File: src/rtl/fp_wb_arbiter_if.sv
`default_nettype none
// ============================================================================
// Module   : fp_wb_arbiter_if
// Purpose  : FP writeback arbitration bus: per-unit result requests, one-hot
//            grants and the registered single-result output handshake.
// Revision : 1.0
// ============================================================================
interface fp_wb_arbiter_if #(
    parameter int NUM_UNITS = 3,
    parameter int DATA_W    = 34,
    parameter int ID_W      = 3
);
    localparam int c_UNIT_W = $clog2(NUM_UNITS);

    logic [NUM_UNITS-1:0]        unit_done;
    logic [NUM_UNITS*DATA_W-1:0] unit_rd;
    logic [NUM_UNITS*ID_W-1:0]   unit_id;
    logic [NUM_UNITS-1:0]        unit_ack;
    logic                        out_valid;
    logic [DATA_W-1:0]           out_rd;
    logic [ID_W-1:0]             out_id;
    logic [c_UNIT_W-1:0]         out_unit;
    logic                        out_ack;

    // Units and the writeback consumer side
    modport master (
        output unit_done, unit_rd, unit_id, out_ack,
        input  unit_ack, out_valid, out_rd, out_id, out_unit
    );

    // Arbiter side
    modport slave (
        input  unit_done, unit_rd, unit_id, out_ack,
        output unit_ack, out_valid, out_rd, out_id, out_unit
    );
endinterface
`default_nettype wire

File: src/rtl/fp_wb_arbiter.sv
`default_nettype none
// ============================================================================
// Module   : fp_wb_arbiter
// Purpose  : Round-robin arbiter sharing the FP register-file writeback port
//            between NUM_UNITS units through a one-entry output register.
//            Optional macro FP_WB_MAC_PRIORITY_EN: unit 0 (MAC) has priority,
//            bounded by a starvation counter.
// Revision : 1.0
// ============================================================================
module fp_wb_arbiter #(
    parameter int NUM_UNITS = 3,
    parameter int DATA_W    = 34,
    parameter int ID_W      = 3
) (
    input  logic               clk,
    input  logic               rst,
    fp_wb_arbiter_if.slave     wb
);
    localparam int                  c_UNIT_W = $clog2(NUM_UNITS);
    localparam logic [c_UNIT_W-1:0] c_LAST   = c_UNIT_W'(NUM_UNITS - 1);

    logic                  r_valid;
    logic [DATA_W-1:0]     r_rd;
    logic [ID_W-1:0]       r_id;
    logic [c_UNIT_W-1:0]   r_unit;
    logic [c_UNIT_W-1:0]   r_rr_ptr;

    logic                  w_can_load;
    logic [NUM_UNITS-1:0]  w_req_mask;
    logic                  w_rr_found;
    logic [c_UNIT_W-1:0]   w_rr_idx;
    logic                  w_grant_any;
    logic [c_UNIT_W-1:0]   w_grant_idx;
    logic                  w_load;
    logic [NUM_UNITS-1:0]  w_ack;
    logic                  w_ptr_update;

    // Output register refills in the same cycle it drains.
    assign w_can_load = !r_valid || wb.out_ack;

`ifdef FP_WB_MAC_PRIORITY_EN
    localparam logic [2:0] c_STARVE_LIMIT = 3'd4;

    logic [2:0] r_starve;
    logic       w_others_req;
    logic       w_force_rr;

    assign w_others_req = |wb.unit_done[NUM_UNITS-1:1];
    // Once unit 0 has won the limit times in a row against waiting units,
    // hide it for one grant so the others cannot starve.
    assign w_force_rr   = (r_starve >= c_STARVE_LIMIT) && w_others_req;

    always_comb begin
        w_req_mask = wb.unit_done;
        if (w_force_rr) begin
            w_req_mask[0] = 1'b0;
        end
    end

    always_comb begin
        w_grant_any = 1'b0;
        w_grant_idx = '0;
        if (!w_force_rr && wb.unit_done[0]) begin
            w_grant_any = 1'b1;
            w_grant_idx = '0;
        end else if (w_rr_found) begin
            w_grant_any = 1'b1;
            w_grant_idx = w_rr_idx;
        end
    end

    assign w_ptr_update = w_load && (w_grant_idx != '0);

    always_ff @(posedge clk) begin
        if (rst) begin
            r_starve <= '0;
        end else if (w_load) begin
            if (w_grant_idx != '0) begin
                r_starve <= '0;
            end else if (w_others_req && (r_starve < c_STARVE_LIMIT)) begin
                r_starve <= r_starve + 3'd1;
            end
        end
    end
`else
    assign w_req_mask   = wb.unit_done;
    assign w_grant_any  = w_rr_found;
    assign w_grant_idx  = w_rr_idx;
    assign w_ptr_update = w_load;
`endif

    // First requesting unit after the pointer, wrapping modulo NUM_UNITS.
    always_comb begin
        logic [c_UNIT_W-1:0] v_cand;
        w_rr_found = 1'b0;
        w_rr_idx   = '0;
        v_cand     = '0;
        for (int k = 0; k < NUM_UNITS; k++) begin
            v_cand = c_UNIT_W'((int'(r_rr_ptr) + 1 + k) % NUM_UNITS);
            if (!w_rr_found && w_req_mask[v_cand]) begin
                w_rr_found = 1'b1;
                w_rr_idx   = v_cand;
            end
        end
    end

    assign w_load = w_grant_any && w_can_load && !rst;

    always_comb begin
        w_ack = '0;
        if (w_load) begin
            w_ack[w_grant_idx] = 1'b1;
        end
    end

    always_ff @(posedge clk) begin
        if (rst) begin
            r_valid <= 1'b0;
            r_rd    <= '0;
            r_id    <= '0;
            r_unit  <= '0;
        end else if (w_load) begin
            r_valid <= 1'b1;
            r_rd    <= wb.unit_rd[int'(w_grant_idx)*DATA_W +: DATA_W];
            r_id    <= wb.unit_id[int'(w_grant_idx)*ID_W +: ID_W];
            r_unit  <= w_grant_idx;
        end else if (wb.out_ack) begin
            r_valid <= 1'b0;
        end
    end

    always_ff @(posedge clk) begin
        if (rst) begin
            r_rr_ptr <= c_LAST;
        end else if (w_ptr_update) begin
            r_rr_ptr <= w_grant_idx;
        end
    end

    assign wb.unit_ack  = w_ack;
    assign wb.out_valid = r_valid;
    assign wb.out_rd    = r_rd;
    assign wb.out_id    = r_id;
    assign wb.out_unit  = r_unit;

`ifndef SYNTHESIS
    a_ack_onehot: assert property (@(posedge clk) $onehot0(wb.unit_ack));
    a_ack_done:   assert property (@(posedge clk) (wb.unit_ack & ~wb.unit_done) == '0);
`endif

endmodule
`default_nettype wire

File: src/flat_wrapper.sv
// flat-port wrapper written by rule: the top's interface ports become plain ports
module fp_wb_arbiter_flat 
#(
    parameter int NUM_UNITS = 3,
    parameter int DATA_W    = 34,
    parameter int ID_W      = 3
)
  (clk, rst, wb_unit_done, wb_unit_rd, wb_unit_id, wb_out_ack, wb_unit_ack, wb_out_valid, wb_out_rd, wb_out_id, wb_out_unit);
  fp_wb_arbiter_if #(.NUM_UNITS(NUM_UNITS), .DATA_W(DATA_W), .ID_W(ID_W)) wb_i ();
  input  logic clk;
  input  logic rst;
  input wire logic [$bits(wb_i.unit_done)-1:0] wb_unit_done;
  input wire logic [$bits(wb_i.unit_rd)-1:0] wb_unit_rd;
  input wire logic [$bits(wb_i.unit_id)-1:0] wb_unit_id;
  input wire logic [$bits(wb_i.out_ack)-1:0] wb_out_ack;
  output wire logic [$bits(wb_i.unit_ack)-1:0] wb_unit_ack;
  output wire logic [$bits(wb_i.out_valid)-1:0] wb_out_valid;
  output wire logic [$bits(wb_i.out_rd)-1:0] wb_out_rd;
  output wire logic [$bits(wb_i.out_id)-1:0] wb_out_id;
  output wire logic [$bits(wb_i.out_unit)-1:0] wb_out_unit;
  assign wb_i.unit_done = wb_unit_done;
  assign wb_i.unit_rd = wb_unit_rd;
  assign wb_i.unit_id = wb_unit_id;
  assign wb_i.out_ack = wb_out_ack;
  assign wb_unit_ack = wb_i.unit_ack;
  assign wb_out_valid = wb_i.out_valid;
  assign wb_out_rd = wb_i.out_rd;
  assign wb_out_id = wb_i.out_id;
  assign wb_out_unit = wb_i.out_unit;
  fp_wb_arbiter #(.NUM_UNITS(NUM_UNITS), .DATA_W(DATA_W), .ID_W(ID_W)) u_core (.clk(clk), .rst(rst), .wb(wb_i));
endmodule
File: config.mk
export PLATFORM = sky130hd
export DESIGN_NAME = fp_wb_arbiter_flat
export DESIGN_NICKNAME = d
export VERILOG_FILES = /design/src/rtl/fp_wb_arbiter_if.sv /design/src/rtl/fp_wb_arbiter.sv /design/src/flat_wrapper.sv
export SDC_FILE = /design/constraint.sdc
export NUM_CORES = 1
export LEC_CHECK = 0
export ABC_AREA = 1
export ABC_CLOCK_PERIOD_IN_PS = 2560
export CAP_MARGIN = 20
export CORE_UTILIZATION = 37
export DETAILED_ROUTE_END_ITERATION = 12
export PLACE_DENSITY = 0.79
export SYNTH_ARGS = -nofsm -noshare
export SYNTH_HDL_FRONTEND = slang
export SYNTH_SLANG_ARGS = --single-unit
export TNS_END_PERCENT = 30
File: constraint.sdc
create_clock -name clk -period 2.56 [get_ports clk]
set_clock_uncertainty 0.1 [all_clocks]
set_input_delay 0.256 -clock clk [delete_from_list [all_inputs] [get_ports clk]]
set_output_delay 0.256 -clock clk [all_outputs]
set_load 0.005 [all_outputs]
; ---- Word-level counts from Yosys, hierarchy flattened
; Index checks and enable logic that the tools add are counted.
[word_totals]
latch_bits = 0
reg_bits = 42
romBits = 0
wordCells = 48
output_inout_bits = 43
mem_bits_rw = 0
n_memories = 0
[op_classes]
bitwise = 0
n_shift = 2
n_div = 3
n_addsub = 3
multipliers = 2
n_eq_ne = 0
order_cmp = 5
mux = 17
reduce_logical = 11
[ops]
columns = operator, n
row1 = 102-bit by 32-bit indexed part select with 34-bit output, 1
row2 = 32-bit by 3-bit modulo with 32-bit output (second input constant), 3
row3 = 32-bit by 2-bit adder with 32-bit output (second input constant), 1
row4 = 32-bit by 3-bit adder with 32-bit output (second input constant), 1
row5 = 9-bit by 32-bit indexed part select with 3-bit output, 1
row6 = 2-bit by 3-bit less-than comparator with 1-bit output (second input constant), 4
row7 = 1-bit two-way mux, 9
row8 = 2-bit by 5-bit multiplier with 7-bit output (second input constant), 1
row9 = 1-bit binary-select mux with 2-bit select, 3
row10 = 2-bit two-way mux, 3
row11 = 1-bit logical AND, 5
row12 = 1-bit zero test, 4
row13 = 2-bit by 2-bit multiplier with 4-bit output (second input constant), 1
row14 = 2-bit by 1-bit adder with 3-bit output (second input constant), 1
row15 = 3-bit two-way mux, 1
row16 = 1-bit demux with 2-bit select, 1
row17 = 2-bit by 1-bit greater-or-equal comparator with 1-bit output (second input constant), 1
row18 = 2-bit nonzero test, 1
row19 = 1-bit logical OR, 1

; ---- Logic depth before layout (Yosys ltp)
; Gate-level depths: netlist of run 1.
[depth]
ltp_word = 16
depth_mapped = 16
depth_no_buf = 14

; ---- Least setup slack after synthesis of run 1
; Ideal clock, no wire load.
[synth_timing]
path_type = register -> output
start = reg u_core.r_rr_ptr[0]
end = out wb_unit_ack[0]
t_arrival_ns = 1.766
path_slack_ns = 0.438
required_time_ns = 2.204
stages_incl_launch_ff = 12
path_buffers = 2
cell_sequence = dfxtp_1 > inv_1 > ha_1 > buf_6 > o21ai_1 > nand2_2 > nand3_1 > nand2_2 > nor2_1 > buf_2 > inv_1 > nor2_1
[synth_via]
elab_chain_cells = 16
word_cells_on_any_way = 30
cone_classes = 3 x add/sub / 3 x div / 2 x order compare / 15 x mux / 7 x reduce/logical
[synth_lines]
columns = element, line_no
row1 = "start, declared", fp_wb_arbiter.sv:26  ; logic [c_UNIT_W-1:0] r_rr_ptr;
row2 = "start signal, assigned", fp_wb_arbiter.sv:134  ; r_rr_ptr <= c_LAST;
row3 = "start signal, assigned", fp_wb_arbiter.sv:136  ; r_rr_ptr <= w_grant_idx;
row4 = 2-bit by 1-bit adder with 3-bit output (*), fp_wb_arbiter.sv:99  ; v_cand = c_UNIT_W'((int'(r_rr_ptr) + 1 + k) % NUM_UNITS);
row5 = branches (longest 14 deep; another with 32-bit by 2-bit adder with 32-bit output), -
row6 = 3-bit two-way mux (*), fp_wb_arbiter.sv:111  ; if (w_load) begin
row7 = "end, declared", flat_wrapper.sv:16  ; output wire logic [$bits(wb_i.unit_ack)-1:0] wb_unit_ack;
; Mark *: on every way between the ends. The select of a mux whose other input is x is not followed.

; ---- Worst setup path in the final report of run 1
; Ends and elaborated chain as after synthesis.

==> results.sh, run 1 <==
export IMPL_clkTransAtPathRegs_ns=0.08
export IMPL_fillers=727
export IMPL_maxCapViolCount=0
export IMPL_max_slew_margin_rel=0.705
export IMPL_cts_made_buffers=5
export IMPL_arrival_ns=2.13
export IMPL_status="finished, final reports clean"
export IMPL_async_flop_share=0
export IMPL_ys_flop_type="dfxtp_1"
export IMPL_postPlaceCellArea_mm2=0.00454
export IMPL_cp_max_fo=7
export IMPL_finalCriticalPeriod_ns=2.49
export IMPL_syn_nets=603
export IMPL_setup_ws_ns=0.0719
export IMPL_power_density_mw_per_mm2=1220
export IMPL_first_global_vias=3358
export IMPL_cts_sinks=41
export IMPL_hold_viol=0
export IMPL_fin_nets=754
export IMPL_regArea_um2=823
export IMPL_routed_via_density=4.87
export IMPL_gp_congestion=1.02
export IMPL_die_area_mm2=0.00829
export IMPL_port_buffers=159
export IMPL_leakage_nw=2.29
export IMPL_final_layout_size_suffix_gt1_frac=0.0915
export IMPL_fmax_ghz=0.402
export IMPL_crit_required_ns=2.20
export IMPL_place_ws_ns=-0.0736
export IMPL_grt_pass1_wl_um=15200
export IMPL_gr_usage_all_layers=0.225
export IMPL_postLayoutCellArea_mm2=0.00473
export IMPL_postRouteAntennaNets=0
export IMPL_clk_path_buf_depth=2
export IMPL_critPathLaunchType="flop"
export IMPL_synthCells=482
export IMPL_ys_seq_area_frac=0.280
export IMPL_final_cell_mix="clkdlybuf4s50_1 (156), inv_1 (95), nand2_1 (93)"
export IMPL_setup_worst_path_end_class="output port"
export IMPL_area_growth_pct=61.2
export IMPL_ios=160
export IMPL_synth_cell_types=22
export IMPL_wire_per_inst_um=12.8
export IMPL_ys_ff_latch=41
export IMPL_hp_class="flop to flop"
export IMPL_worstMarginPinSlew_ns=0.442
export IMPL_rows=32
export IMPL_initial_core_util=0.382
export IMPL_grt_overflow_total=0
export IMPL_utilization=0.615
export IMPL_ir_drop_mv=0.712
export IMPL_antenna_cells=0
export IMPL_finalCritPeriodShare=0.972
export IMPL_clkLatencyLatePin_ns=0.29
export IMPL_tritoncts="built"
export IMPL_first_pass_iters=5
export IMPL_die_h_um=91.0
export IMPL_core_area_mm2=0.00769
export IMPL_slew_viol_final=0
export IMPL_dr_total_vias=3582
export IMPL_multi_input_area_mm2=0.00152
export IMPL_setup_viol=0
export IMPL_setup_worst_path_class="flop to output port"
export IMPL_htreeDepth=2
export IMPL_syn_area_per_cell_um2=6.08
export IMPL_clock_root_buffer="clkbuf_8"
export IMPL_final_common_cell="clkdlybuf4s50_1"
export IMPL_setup_tns_final_ns=0
export IMPL_hold_buffers=0
export IMPL_synth_edf_count=0
export IMPL_netlist_area_mm2=0.00293
export IMPL_grt_start_max_net_pins=40
export IMPL_antenna_found_initial=0
export IMPL_route_detailed_drc=0
export IMPL_p_total_mw=5.77
export IMPL_dp_hpwl_um=6920
export IMPL_drtIter0Drc=119
export IMPL_routed_wl_um=9410
export IMPL_die_w_um=91.0
export IMPL_ys_warn_count=0
-- cell families (layout without fill, tap and decap cells) --
group,Yosys count,in the layout,synth area share
simple gates,216,216,0.348
fa+ha+maj,4,4,0.0171
buf+inv,138,290,0.212
compound gates,83,83,0.143
flops,41,41,0.280
-- flip-flops by register name, indices dropped and copies added (netlist names) --
| register | count |
|---|---|
| u_core.r_rr_ptr | 2 |
| u_core.wb.out_rd | 34 |
| u_core.wb.out_valid | 1 |
| u_core.wb.out_id | 3 |
| u_core.wb.out_unit | 1 |
-- worst max-delay path, cell delays in order (launching register included) --
cell,delay [ns]
dfxtp_2,0.34
inv_2,0.05
ha_4,0.31
nand2_1,0.10
nand3_1,0.12
nand2_2,0.10
buf_4,0.15
nand3_1,0.09
nand2_1,0.06
inv_1,0.09
nand2_1,0.07
nor2_1,0.12
clkdlybuf4s15_1,0.21
-- per-stage QoR --
step,cells,hold WS [ns]
6_report,736,0.376
2_1_floorplan,482,0.354
5_1_grt,736,0.405
3_5_place_dp,723,0.363
3_3_place_gp,723,0.357
4_1_cts,734,0.379
-- Yosys cell counts (4+ instances only) --
cell type  number  area (um^2)
buf_4           5         37.5
o21ai_0        13         65.1
ha_1            4         50.1
buf_2          13         65.1
a21oi_1        65          325
nand3_2        12          120
inv_1          96          360
nand2_2         4         25.0
nand3_1        93          465
dfxtp_1        41          821
nand2_1        94          353
buf_6           9          101
nor2_1         10         37.5
inv_2           6         22.5
clkbuf_1        7         26.3
-- area by class of cell --
cell class	instances	area share
clock inverter	1	0.00635
multi-input combinational	303	0.321
tap	102	0.0270
clock buffer	7	0.0183
sequential	41	0.174
timing repair buffer	178	0.370
inverter	104	0.0836
-- final timing paths --
path	from	to	slack (ns)	cells past startpoint
setup / recovery	u_core.r_rr_ptr[0]	wb_unit_ack[0]	0.07	12
hold / removal	u_core.wb.out_rd[13]	u_core.wb.out_rd[13]	0.38	2
setup reg to reg	u_core.r_rr_ptr[0]	u_core.wb.out_rd[9]	0.20	15
hold reg to reg	u_core.wb.out_rd[13]	u_core.wb.out_rd[13]	0.38	2
-- timing repair --
item                                    in CTS  in global routing
pin swaps                                    4                  4
buffers inserted                             3                  2
endpoints found under the setup margin       3                  2
hold endpoints to repair                     0                  0
gates resized for setup                     13                  3
-- power breakdown --
part / switching (mW) / leakage, nW / internal [mW]
clock network: 0.222 / 0.0585 / 0.318
registers: 0.162 / 0.340 / 0.950
logic: 2.35 / 1.90 / 1.77
-- per-layer routing --
layer,global-route usage,routed length (um)
met1,0.261,3740
met2,0.407,4940
met3,0.0436,521
met4,0.0820,210
met5,0,0
Note: power is estimated with default switching activity, not from simulation.
==> inputs of run 2 (changes only) <==
CORE_MARGIN = 10   (was unset)
RECOVER_POWER = 50   (was unset)
==> results.sh, run 2 (synthesis results as in run 1) <==
export IMPL_die_w_um=109
export IMPL_cp_startpoint="u_core.r_rr_ptr[0]"
export IMPL_drtIter0Drc=137
export IMPL_ir_drop_mv=0.754
export IMPL_arrival_ns=2.02
export IMPL_setup_ws_ns=0.180
export IMPL_maxCapViolCount=0
export IMPL_crit_chain="inv_1 > ha_4 > inv_4 > nand2_1 > nand3_1 > nand2_2 > nand3_2 > nand2_2 > buf_4 > nor2_1 > dlygate4sd2_1"
export IMPL_hp_class="flop to flop"
export IMPL_final_cell_mix="clkdlybuf4s50_1 (116), inv_1 (96), nand2_1 (93)"
export IMPL_crit_required_ns=2.20
export IMPL_critPathMostFrequentCell="nand2_2"
export IMPL_setup_worst_path_class="flop to output port"
export IMPL_hold_path_startpoint="u_core.wb.out_rd[13]"
export IMPL_wire_per_inst_um=15.1
export IMPL_area_growth_pct=59.9
export IMPL_final_cells=735
export IMPL_grt_start_max_net_pins=38
export IMPL_htreeDepth=2
export IMPL_endpoint="wb_unit_ack[2]"
export IMPL_tritoncts="built"
export IMPL_gr_usage_all_layers=0.183
export IMPL_place_ws_ns=0.0500
export IMPL_max_slew_margin_rel=0.546
export IMPL_rows=32
export IMPL_status="finished, final reports clean"
export IMPL_dr_total_vias=3568
export IMPL_final_common_cell="clkdlybuf4s50_1"
export IMPL_antenna_cells=0
export IMPL_reg2reg_from="u_core.r_rr_ptr[0]"
export IMPL_ff2ff_setup_slack_ns=0.28
export IMPL_die_h_um=109
export IMPL_reg2reg_depth=12
export IMPL_crit_path_max_incr_delay_ns=0.34
export IMPL_ios=160
export IMPL_critical_path_depth=11
export IMPL_path_buf_inv=4
export IMPL_clk_path_buf_depth=2
export IMPL_gp_congestion=0.836
export IMPL_cp_max_fo=9
export IMPL_setup_viol=0
export IMPL_grt_overflow_total=0
export IMPL_setup_tns_final_ns=0
export IMPL_routed_wl_um=11100
export IMPL_dp_cells=724
export IMPL_clkTransAtPathRegs_ns=0.08
export IMPL_final_layout_size_suffix_gt1_frac=0.0869
export IMPL_setup_worst_path_end_class="output port"
export IMPL_clkLatencyLatePin_ns=0.28
export IMPL_slew_viol_final=0
export IMPL_rsz0062_at_grt="false"
export IMPL_timing_rr_end="u_core.wb.out_rd[4]"
export IMPL_largest_reg_flops=34
export IMPL_finalCritPeriodShare=0.930
export IMPL_antenna_found_initial=0
export IMPL_slowest_stage="dfxtp_1"
export IMPL_grt_pass1_wl_um=17900
export IMPL_fin_hold_ws_ns=0.389
export IMPL_finalCriticalPeriod_ns=2.38
export IMPL_worstMarginPinSlew_ns=0.681
export IMPL_holdPathStages=2
export IMPL_clock_root_buffer="clkbuf_8"
export IMPL_hold_viol=0
export IMPL_cts_made_buffers=5
export IMPL_die_area_mm2=0.0119
export IMPL_power_density_mw_per_mm2=1180
export IMPL_crit_family="buffers and inverters"
export IMPL_first_global_vias=3666
export IMPL_dp_hpwl_um=8670
export IMPL_cts_sinks=41
export IMPL_postRouteAntennaNets=0
export IMPL_core_area_mm2=0.00773
export IMPL_first_pass_iters=4
export IMPL_leakage_nw=2.35
export IMPL_route_detailed_drc=0
export IMPL_routed_via_density=4.85
export IMPL_utilization=0.607
export IMPL_initial_core_util=0.380
export IMPL_fin_nets=753
export IMPL_fmax_ghz=0.420
export IMPL_port_buffers=159
export IMPL_hold_buffers=0
export IMPL_critPathLaunchType="flop"
[run 2: changes by cell type in the layout (fill, tap and decap cells not counted), moves of 2 or more]
| cell | change |
|---|---|
| clkinv_2 | +2 |
| dlygate4sd2_1 | +2 |
| dlygate4sd3_1 | +40 |
| clkdlybuf4s50_1 | -40 |
| buf_4 | -2 |
[run 2: worst register-to-register path, stage by stage (launching register included)]
cell and delay [ns]:
dfxtp_1 0.34, inv_1 0.09, ha_4 0.34, inv_4 0.05, nand2_1 0.06, nand3_1 0.08, nand2_2 0.13, nand3_1 0.14
nand3_2 0.10, buf_4 0.41, nand3_1 0.17, nand3_1 0.11, a21oi_1 0.06
[run 2: how the worst min path moves through the flow]
stage	end	slack (ns)
after floorplan	u_core.wb.out_id[2]	0.35
after global placement	u_core.wb.out_unit[1]	0.37
after detailed placement	u_core.wb.out_rd[13]	0.38
after CTS	u_core.wb.out_rd[13]	0.39
after global routing	u_core.wb.out_unit[1]	0.43
final	u_core.wb.out_rd[13]	0.39
[run 2: power breakdown]
part	switching [mW]	leakage, nW	total [mW]	internal (mW)
logic	2.42	1.97	4.05	1.63
clock network	0.225	0.0439	0.413	0.188
registers	0.143	0.340	1.09	0.948
[run 2: what timing repair did]
| action | CTS | global route |
|---|---|---|
| buffers inserted | 3 | 0 |
| endpoints found under the setup margin | 3 | 0 |
| gates resized for setup | 10 | 0 |
| hold endpoints to repair | 0 | 0 |
[run 2: cell type report]
class	count	area [um^2]
Fill cell	739	3040
Timing Repair Buffer	177	1750
Multi-Input combinational cell	303	1510
Sequential cell	41	822
Inverter	104	393
Tap cell	102	128
Clock buffer	5	68.8
Clock inverter	3	17.5
[run 2: metal layers]
| layer | global-route usage | vias to the layer above | routed length (um) |
|---|---|---|---|
| met3 | 0.0637 | 16 | 981 |
| met4 | 0.0471 | 0 | 193 |
| li1 | - | 1811 | - |
| met5 | 0 | - | 0 |
| met1 | 0.196 | 1615 | 4260 |
| met2 | 0.336 | 126 | 5690 |
[run 2: metrics by stage]
stage	power, mW	cell area [um^2]
after CTS	5.70	4690
final	5.55	4690
after detailed placement	5.21	4560
after global routing	6.12	4690
after floorplan	3.87	2930
after global placement	5.09	4560
